<file path="config.mk">
export PLATFORM = sky130hd
export DESIGN_NAME = multicycle_controller
export DESIGN_NICKNAME = d
export VERILOG_FILES = /design/src/rtl/multicycle_controller_pkg.sv /design/src/rtl/multicycle_controller_alu_decoder.sv /design/src/rtl/multicycle_controller.sv
export SDC_FILE = /design/constraint.sdc
export NUM_CORES = 1
export LEC_CHECK = 0
export ABC_AREA = 1
export CAP_MARGIN = 25
export CORE_ASPECT_RATIO = 0.7
export CORE_MARGIN = 8
export CORE_UTILIZATION = 45
export CTS_CLUSTER_DIAMETER = 100
export DETAILED_ROUTE_END_ITERATION = 12
export PLACE_DENSITY = 0.89
export SETUP_SLACK_MARGIN = 0.4
export SYNTH_ARGS = -nofsm -noshare
export SYNTH_HDL_FRONTEND = slang
export SYNTH_SLANG_ARGS = --single-unit
</file>
<file path="constraint.sdc">
create_clock -name Clk -period 1.4 [get_ports Clk]
set_input_delay 0.28 -clock Clk [delete_from_list [all_inputs] [get_ports Clk]]
set_output_delay 0.28 -clock Clk [all_outputs]
set_load 0.005 [all_outputs]
</file>
<file path="src/rtl/multicycle_controller_pkg.sv">
`default_nettype none
// ============================================================================
// multicycle_controller_pkg : shared encodings and Moore output table
// Rev 1.0 - initial release
// ============================================================================
package multicycle_controller_pkg;

  typedef enum logic [3:0] {
    S_FETCH    = 4'd0,
    S_DECODE   = 4'd1,
    S_MEMADR   = 4'd2,
    S_MEMREAD  = 4'd3,
    S_MEMWB    = 4'd4,
    S_MEMWRITE = 4'd5,
    S_EXECR    = 4'd6,
    S_EXECI    = 4'd7,
    S_ALUWB    = 4'd8,
    S_JAL      = 4'd9,
    S_BEQ      = 4'd10,
    S_HALT     = 4'd11
  } state_t;

  localparam logic [6:0] OP_LW  = 7'b0000011;
  localparam logic [6:0] OP_SW  = 7'b0100011;
  localparam logic [6:0] OP_R   = 7'b0110011;
  localparam logic [6:0] OP_I   = 7'b0010011;
  localparam logic [6:0] OP_JAL = 7'b1101111;
  localparam logic [6:0] OP_BEQ = 7'b1100011;

  localparam logic [1:0] ALUOP_ADD   = 2'b00;
  localparam logic [1:0] ALUOP_SUB   = 2'b01;
  localparam logic [1:0] ALUOP_FUNCT = 2'b10;

  localparam logic [2:0] ALUC_ADD = 3'b000;
  localparam logic [2:0] ALUC_SUB = 3'b001;
  localparam logic [2:0] ALUC_AND = 3'b010;
  localparam logic [2:0] ALUC_OR  = 3'b011;
  localparam logic [2:0] ALUC_SLT = 3'b101;

  localparam logic [1:0] IMM_I = 2'b00;
  localparam logic [1:0] IMM_S = 2'b01;
  localparam logic [1:0] IMM_B = 2'b10;
  localparam logic [1:0] IMM_J = 2'b11;

  localparam logic [1:0] SRCA_PC    = 2'b00;
  localparam logic [1:0] SRCA_OLDPC = 2'b01;
  localparam logic [1:0] SRCA_RS1   = 2'b10;
  localparam logic [1:0] SRCB_RS2   = 2'b00;
  localparam logic [1:0] SRCB_IMM   = 2'b01;
  localparam logic [1:0] SRCB_FOUR  = 2'b10;
  localparam logic [1:0] RES_ALUOUT = 2'b00;
  localparam logic [1:0] RES_DATA   = 2'b01;
  localparam logic [1:0] RES_ALURES = 2'b10;

  // fetch and branch are qualifiers, combined with MemReady / Zero at the top
  typedef struct packed {
    logic       mem_req;
    logic       mem_write;
    logic       adr_src;
    logic       fetch;
    logic       pc_write;
    logic       branch;
    logic       reg_write;
    logic [1:0] result_src;
    logic [1:0] alu_src_a;
    logic [1:0] alu_src_b;
    logic [1:0] alu_op;
    logic       illegal;
  } ctrl_t;

  function automatic ctrl_t moore_ctrl(input state_t s);
    ctrl_t c;
    c = '0;
    case (s)
      S_FETCH: begin
        c.mem_req    = 1'b1;
        c.fetch      = 1'b1;
        c.alu_src_a  = SRCA_PC;
        c.alu_src_b  = SRCB_FOUR;
        c.result_src = RES_ALURES;
        c.alu_op     = ALUOP_ADD;
      end
      S_DECODE: begin
        c.alu_src_a = SRCA_OLDPC;
        c.alu_src_b = SRCB_IMM;
        c.alu_op    = ALUOP_ADD;
      end
      S_MEMADR: begin
        c.alu_src_a = SRCA_RS1;
        c.alu_src_b = SRCB_IMM;
        c.alu_op    = ALUOP_ADD;
      end
      S_MEMREAD: begin
        c.mem_req = 1'b1;
        c.adr_src = 1'b1;
      end
      S_MEMWB: begin
        c.result_src = RES_DATA;
        c.reg_write  = 1'b1;
      end
      S_MEMWRITE: begin
        c.mem_req   = 1'b1;
        c.adr_src   = 1'b1;
        c.mem_write = 1'b1;
      end
      S_EXECR: begin
        c.alu_src_a = SRCA_RS1;
        c.alu_src_b = SRCB_RS2;
        c.alu_op    = ALUOP_FUNCT;
      end
      S_EXECI: begin
        c.alu_src_a = SRCA_RS1;
        c.alu_src_b = SRCB_IMM;
        c.alu_op    = ALUOP_FUNCT;
      end
      S_ALUWB: begin
        c.result_src = RES_ALUOUT;
        c.reg_write  = 1'b1;
      end
      S_JAL: begin
        c.alu_src_a  = SRCA_OLDPC;
        c.alu_src_b  = SRCB_FOUR;
        c.alu_op     = ALUOP_ADD;
        c.result_src = RES_ALUOUT;
        c.pc_write   = 1'b1;
      end
      S_BEQ: begin
        c.alu_src_a  = SRCA_RS1;
        c.alu_src_b  = SRCB_RS2;
        c.alu_op     = ALUOP_SUB;
        c.result_src = RES_ALUOUT;
        c.branch     = 1'b1;
      end
      S_HALT: c.illegal = 1'b1;
      default: ;
    endcase
    return c;
  endfunction

endpackage
`default_nettype wire

</file>
<file path="src/rtl/multicycle_controller_alu_decoder.sv">
`default_nettype none
// ============================================================================
// alu_decoder : maps ALUOp plus instruction function fields to ALUControl
// Rev 1.0 - initial release
// ============================================================================
module alu_decoder
  import multicycle_controller_pkg::*;
(
  input  logic [1:0] i_alu_op,
  input  logic [2:0] i_funct3,
  input  logic       i_op_b5,
  input  logic       i_funct7_b5,
  output logic [2:0] o_alu_control
);

  always_comb begin
    o_alu_control = ALUC_ADD;
    case (i_alu_op)
      ALUOP_SUB: o_alu_control = ALUC_SUB;
      ALUOP_FUNCT: begin
        case (i_funct3)
          // Op[5] separates R-type sub from addi, which has no funct7 field
          3'b000:  o_alu_control = (i_op_b5 & i_funct7_b5) ? ALUC_SUB : ALUC_ADD;
          3'b010:  o_alu_control = ALUC_SLT;
          3'b110:  o_alu_control = ALUC_OR;
          3'b111:  o_alu_control = ALUC_AND;
          default: o_alu_control = ALUC_ADD;
        endcase
      end
      default: o_alu_control = ALUC_ADD;
    endcase
  end

endmodule
`default_nettype wire

</file>
<file path="src/rtl/multicycle_controller.sv">
`default_nettype none
// ============================================================================
// multicycle_controller : multicycle RISC-V main control FSM with MemReady
// Rev 1.0 - initial release
// ============================================================================
module multicycle_controller
  import multicycle_controller_pkg::*;
(
  input  logic       Clk,
  input  logic       Reset,
  input  logic [6:0] Op,
  input  logic [2:0] Funct3,
  input  logic       Funct7b5,
  input  logic       Zero,
  input  logic       MemReady,
  output logic       MemReq,
  output logic       MemWrite,
  output logic       AdrSrc,
  output logic       IRWrite,
  output logic       PCWrite,
  output logic       RegWrite,
  output logic [1:0] ResultSrc,
  output logic [1:0] ALUSrcA,
  output logic [1:0] ALUSrcB,
  output logic [1:0] ImmSrc,
  output logic [2:0] ALUControl,
  output logic       Illegal,
  output logic [3:0] State
);

  state_t     state_q, state_d;
  ctrl_t      ctrl_q, ctrl_d;
  logic [2:0] w_alu_control;

  always_comb begin
    state_d = state_q;
    case (state_q)
      S_FETCH:    if (MemReady) state_d = S_DECODE;
      S_DECODE: begin
        case (Op)
          OP_LW, OP_SW: state_d = S_MEMADR;
          OP_R:         state_d = S_EXECR;
          OP_I:         state_d = S_EXECI;
          OP_JAL:       state_d = S_JAL;
          OP_BEQ:       state_d = S_BEQ;
          default:      state_d = S_HALT;
        endcase
      end
      S_MEMADR:   state_d = (Op == OP_LW) ? S_MEMREAD : S_MEMWRITE;
      S_MEMREAD:  if (MemReady) state_d = S_MEMWB;
      S_MEMWRITE: if (MemReady) state_d = S_FETCH;
      S_MEMWB, S_BEQ, S_ALUWB:   state_d = S_FETCH;
      S_EXECR, S_EXECI, S_JAL:   state_d = S_ALUWB;
      S_HALT:     state_d = S_HALT;
      default:    state_d = S_HALT;
    endcase
    // outputs are registered alongside the state they belong to
    ctrl_d = moore_ctrl(state_d);
  end

  always_ff @(posedge Clk or posedge Reset) begin
    if (Reset) begin
      state_q <= S_FETCH;
      ctrl_q  <= moore_ctrl(S_FETCH);
    end else begin
      state_q <= state_d;
      ctrl_q  <= ctrl_d;
    end
  end

  alu_decoder u_alu_decoder (
    .i_alu_op      (ctrl_q.alu_op),
    .i_funct3      (Funct3),
    .i_op_b5       (Op[5]),
    .i_funct7_b5   (Funct7b5),
    .o_alu_control (w_alu_control)
  );

  always_comb begin
    case (Op)
      OP_SW:   ImmSrc = IMM_S;
      OP_BEQ:  ImmSrc = IMM_B;
      OP_JAL:  ImmSrc = IMM_J;
      default: ImmSrc = IMM_I;
    endcase
  end

  assign MemReq     = ctrl_q.mem_req;
  assign MemWrite   = ctrl_q.mem_write;
  assign AdrSrc     = ctrl_q.adr_src;
  assign IRWrite    = ctrl_q.fetch & MemReady;
  assign PCWrite    = ctrl_q.pc_write | (ctrl_q.fetch & MemReady) | (ctrl_q.branch & Zero);
  assign RegWrite   = ctrl_q.reg_write;
  assign ResultSrc  = ctrl_q.result_src;
  assign ALUSrcA    = ctrl_q.alu_src_a;
  assign ALUSrcB    = ctrl_q.alu_src_b;
  assign ALUControl = w_alu_control;
  assign Illegal    = ctrl_q.illegal;
  assign State      = state_q;

endmodule
`default_nettype wire
</file>
==> Word level (Yosys, flattened, before mapping) <==
Cells that the tools add are included.
{ "totals": {"word_cells": 79, "register_bits": 20} }
{ "classes": {"n_mux": 20, "n_reduce_logical": 9, "bitwise": 5, "n_eq_ne": 32} }
{ "ops": {"columns": ["op", "n"], "rows": [
  ["6-bit one-hot mux with 7 select lines", 1],
  ["4-bit by 3-bit equality test with 1-bit output (second input constant)", 8],
  ["4-bit equality test (second input constant)", 7],
  ["4-bit one-hot mux with 7 select lines", 1],
  ["4-bit one-hot mux with 5 select lines", 1],
  ["4-bit by 2-bit equality test with 1-bit output (second input constant)", 4],
  ["7-bit by 6-bit equality test with 1-bit output (second input constant)", 2],
  ["7-bit equality test (second input constant)", 2],
  ["4-bit two-way mux", 3],
  ["3-bit one-hot mux with 4 select lines", 1],
  ["1-bit two-way mux", 9],
  ["3-bit OR reduction", 3],
  ["4-bit by 1-bit equality test with 1-bit output (second input constant)", 2],
  ["4-bit zero test", 2],
  ["7-bit by 2-bit equality test with 1-bit output (second input constant)", 1],
  ["7-bit by 5-bit equality test with 1-bit output (second input constant)", 1],
  ["3-bit equality test (second input constant)", 2],
  ["2-bit one-hot mux with 3 select lines", 1],
  ["3-bit one-hot mux with 2 select lines", 1],
  ["2-bit OR reduction", 3],
  ["2-bit one-hot mux with 2 select lines", 1],
  ["1-bit AND", 3],
  ["3-bit by 2-bit equality test with 1-bit output (second input constant)", 1],
  ["3-bit zero test", 1],
  ["other kinds (4)", 5]
]} }

==> Depth between registers and ports, before layout <==
{ "logic_depth": {"ltp_word": 7, "depth_mapped": 10, "depth_no_buf": 10} }

==> Hierarchy <==
A second synthesis with hierarchy kept.
{ "hier_totals": {"hier_cells": 144, "area_unflattened_um2": 1124.8} }
{ "modules_own_cells": {"columns": ["module", "cells_per_inst", "n_inst", "area_per_inst_um2", "seq_area_each_um2"], "rows": [
  ["multicycle_controller", 127, 1, 1033.5, 479.2],
  ["alu_decoder", 17, 1, 91.3, 0.0]
]} }

==> Worst setup path after synthesis <==
Ideal clock, no wire load.
{ "synth_path": {"kind": "reg-to-output", "from": "reg ctrl_q[1] in the netlist's numbering", "to": "out ALUControl[0]", "path_stages_with_launch": 6, "path_slack_ps": 109, "n_path_buf": 0, "arrival_ps": 1011, "path_cell_list": "dfrtp_1 inv_1 ha_1 inv_1 nand3_1 o221ai_1"} }
{ "synth_between": {"elab_chain_len": 2} }
{ "synth_lines": {"columns": ["item", "line", "text"], "rows": [
  ["start: declaration", "multicycle_controller.sv:32", "ctrl_t ctrl_q, ctrl_d;"],
  ["start signal: assignment", "multicycle_controller.sv:64", "ctrl_q <= moore_ctrl(S_FETCH);"],
  ["start signal: assignment", "multicycle_controller.sv:67", "ctrl_q <= ctrl_d;"],
  ["2-bit equality test or 2-bit by 1-bit equality test with 1-bit output (tied branches)", "multicycle_controller_alu_decoder.sv:18", "case (i_alu_op)"],
  ["3-bit one-hot mux with 2 select lines (*)", "multicycle_controller_alu_decoder.sv:18", null],
  ["end: declaration", "multicycle_controller.sv:26", "output logic [2:0] ALUControl,"]
]} }
Every way passes the cells marked *; elsewhere a longest branch is shown, timed or not.

==> impl_metrics.py <==
metrics = {
    "die": {
        "io_pins": 37,
        "start_util_pct": 46.3,
        "coreArea_um2": 2420,
        "die_w_um": 75.6,
        "die_h_um": 57.7,
        "design.die.area_um2": 4370,
        "rows": 15,
    },
    "sta": {
        "fin_ws_ns": -0.417,
        "grt_setup_unrepaired": "true",
        "drv_slew": 0,
        "period_minus_slack_ns": 1.82,
        "slew_headroom_pct": 76.2,
        "hold_violations": 0,
        "post-route-period-util_pct": 130,
        "tightest_slew_ns": 0.357,
        "max_freq_ghz": 0.550,
        "final.setup_skew_ns": 0.00271,
        "setup_viol": 20,
    },
    "synthesis": {
        "synth_seq_cells": 19,
        "synth.largest_area_cell": "dfrtp_1",
        "synth_top_area_share_pct": 35.8,
        "yosys-top-cells-area": "dfrtp_1, nand2_1, inv_1",
        "ys_warn_count": 0,
        "synthesis.instances": 146,
        "avgSynthCellArea_um2": 7.67,
        "netlist_area_um2": 1120,
        "syn_nets": 163,
        "yosysUniqueCellTypes": 25,
        "seq_area_frac_synth_pct": 42.8,
    },
    "layout": {
        "diodes": 0,
        "nets": 254,
        "drive_above_1_share_pct": 76.3,
        "syn_to_final_growth_pct": 108,
        "postLayoutCellArea_um2": 2330,
        "final_util_pct": 96.4,
    },
    "status": {
        "failed_checks": "negative setup slack",
        "outcome": "complete, but fails checks",
    },
    "detailed_routing": {
        "ant_nets": 0,
        "finalWirelength_um": 6420,
        "drt_iter0_markers": 122,
        "wl_met3_um": 755,
        "drcViolationCount": 0,
        "wl_met2_um": 2890,
        "m1WireLength_um": 2170,
        "wl_per_cell_um": 23.8,
        "drt_first_pass_iters": 5,
        "vias": 1593,
        "via_per_inst": 5.90,
        "dr.max_layer_used": "met4",
    },
    "global_route": {
        "track_usage_pct": 20.8,
        "grt_pass1_wl_um": 7070,
        "overflow": 0,
        "grt_max_degree": 20,
        "antenna_found_initial": 0,
        "grt_pass1_vias": 1439,
    },
    "clocking": {
        "ctsRootBufferMaster": "clkbuf_4",
        "insertion_delay_ns": 0.30,
        "cts.sinks": 19,
        "numCtsBuffers": 3,
        "clock_path_buffers": 2,
        "cts_tree": "done",
        "htreeDepth": 1,
        "clk_pin_slew_worst_paths_ns": 0.11,
    },
    "job": {
        "cap_viol_max_count": 0,
    },
    "placement": {
        "numPortBuffers": 36,
        "dpl_cell_area_um2": 1700,
        "gp_congestion": 0.868,
        "dp_hpwl_um": 2450,
    },
    "pwr": {
        "powerDensity_nw_per_um2": 451,
        "p_leak_nw": 1.24,
        "irDropWorstVdd_mv": 0.498,
    },
    "setup_path": {
        "cp.arrival_ns": 2.06,
        "cp-start-kind": "input pin",
        "crit_required_ns": 1.65,
        "criticalPathCategory": "in2reg",
        "crit_path_end_kind": "flip-flop",
        "path_max_fanout": 6,
        "reg2regPathDepth": 11,
    },
    "hold_path": {
        "hold_path_class": "in2async",
    },
}
worst paths after layout:
kind / start / to / slack, ns
hold reg to reg: State[2]$_DFF_PP0_ / State[3]$_DFF_PP0_ / 0.88
setup reg to reg: State[2]$_DFF_PP0_ / MemReq$_DFF_PP1_ / -0.41
setup / recovery: MemReady / MemReq$_DFF_PP1_ / -0.42
hold / removal: Reset / ALUSrcA[0]$_DFF_PP0_ / 0.31
min in group Clk: Op[4] / ctrl_q[2]$_DFF_PP0_ / 0.60
max in group asynchronous: Reset / ALUSrcB[1]$_DFF_PP1_ / 0.82
cells in the mapped netlist:
cell type   n
nor2_1      8
inv_2       6
nor3_2      1
or2_2       1
nand3_2     5
dfstp_2     3
clkinv_1    1
inv_1      25
buf_4       6
o221ai_1    1
nor2_2      9
nand3_1    10
o21ai_0     2
nand2_4     1
o21bai_1    1
nand4_1     2
o31ai_1     1
o21ai_1     1
ha_1        2
a21oi_1     3
dfrtp_1    16
nand2_1    33
nor3_1      4
nand3b_1    1
nand2_2     3
cell usage in the layout, fill, tap and decap left out, drive strengths merged, types with 2 or more instances in the layout:
cell / instances
a21oi: 3
buf: 85
clkbuf: 4
clkdlybuf4s50: 7
dfrtp: 16
dfstp: 3
ha: 2
inv: 31
nand2: 37
nand3: 15
nand4: 2
nor2: 17
nor3: 5
o21ai: 3
state kept, by name (all words and copies together) (netlist names):
register	count
ALUSrcA	2
MemReq	1
RegWrite	1
MemWrite	1
ALUSrcB	2
State	4
ResultSrc	2
ctrl_q	4
Illegal	1
AdrSrc	1
critical path: stages:
cell             delay, ns
clkdlybuf4s50_1       0.56
buf_4                 0.21
inv_2                 0.07
nand2_1               0.11
nand3_2               0.10
nand2_1               0.13
inv_2                 0.06
nand3_4               0.09
inv_2                 0.07
nand2_4               0.15
nand3_4               0.12
nand3_2               0.11
cell families after synthesis:
family,synth area share [%]
adders and majority gates,2.23
buffers and inverters,14.7
and+or+nand+nor,35.4
AOI/OAI and AO/OA,4.80
DFF,42.8
per-stage QoR:
stage / std cells / setup TNS [ns] / setup slack [ns] / total power, mW / hold slack (ns)
final: 270 / -5.51 / -0.417 / 1.05 / 0.313
after global routing: 270 / -6.33 / -0.459 / 1.08 / 0.314
after CTS: 260 / -1.72 / -0.345 / 0.993 / 0.293
after detailed placement: 236 / -10.85 / -0.672 / 0.692 / 0.614
after global placement: 236 / -9.28 / -0.578 / 0.686 / 0.607
after floorplan: 146 / 0 / 0.144 / 0.602 / 0.229
what timing repair did:
action / 4_1_cts / 5_1_grt
endpoints found under the setup margin: 41 / 41
buffers inserted: 20 / 10
hold buffers: 0 / 0
resized for setup: 192 / 69
pin swaps: 17 / 28
cloned: 0 / 0
routing by layer:
layer | vias to the layer above | global-route usage (%)
met4 | 0 | 7.90
met2 | 153 | 34.6
met3 | 76 | 6.37
li1 | 628 | -
met1 | 736 | 24.1
met5 | - | 0
area by class of cell:
| cell class | count | area [um^2] |
|---|---|---|
| tap | 34 | 42.5 |
| fill | 48 | 86.3 |
| inverter | 32 | 149 |
| multi-input combinational | 89 | 800 |
| sequential | 19 | 483 |
| timing repair buffer | 92 | 835 |
| clock buffer | 4 | 26.3 |
where the power goes:
part | internal (mW) | switching [mW] | total, mW
clock network | 0.111 | 0.175 | 0.286
logic | 0.104 | 0.108 | 0.212
registers | 0.552 | 0.00321 | 0.555
(Power assumes the default switching activity.)
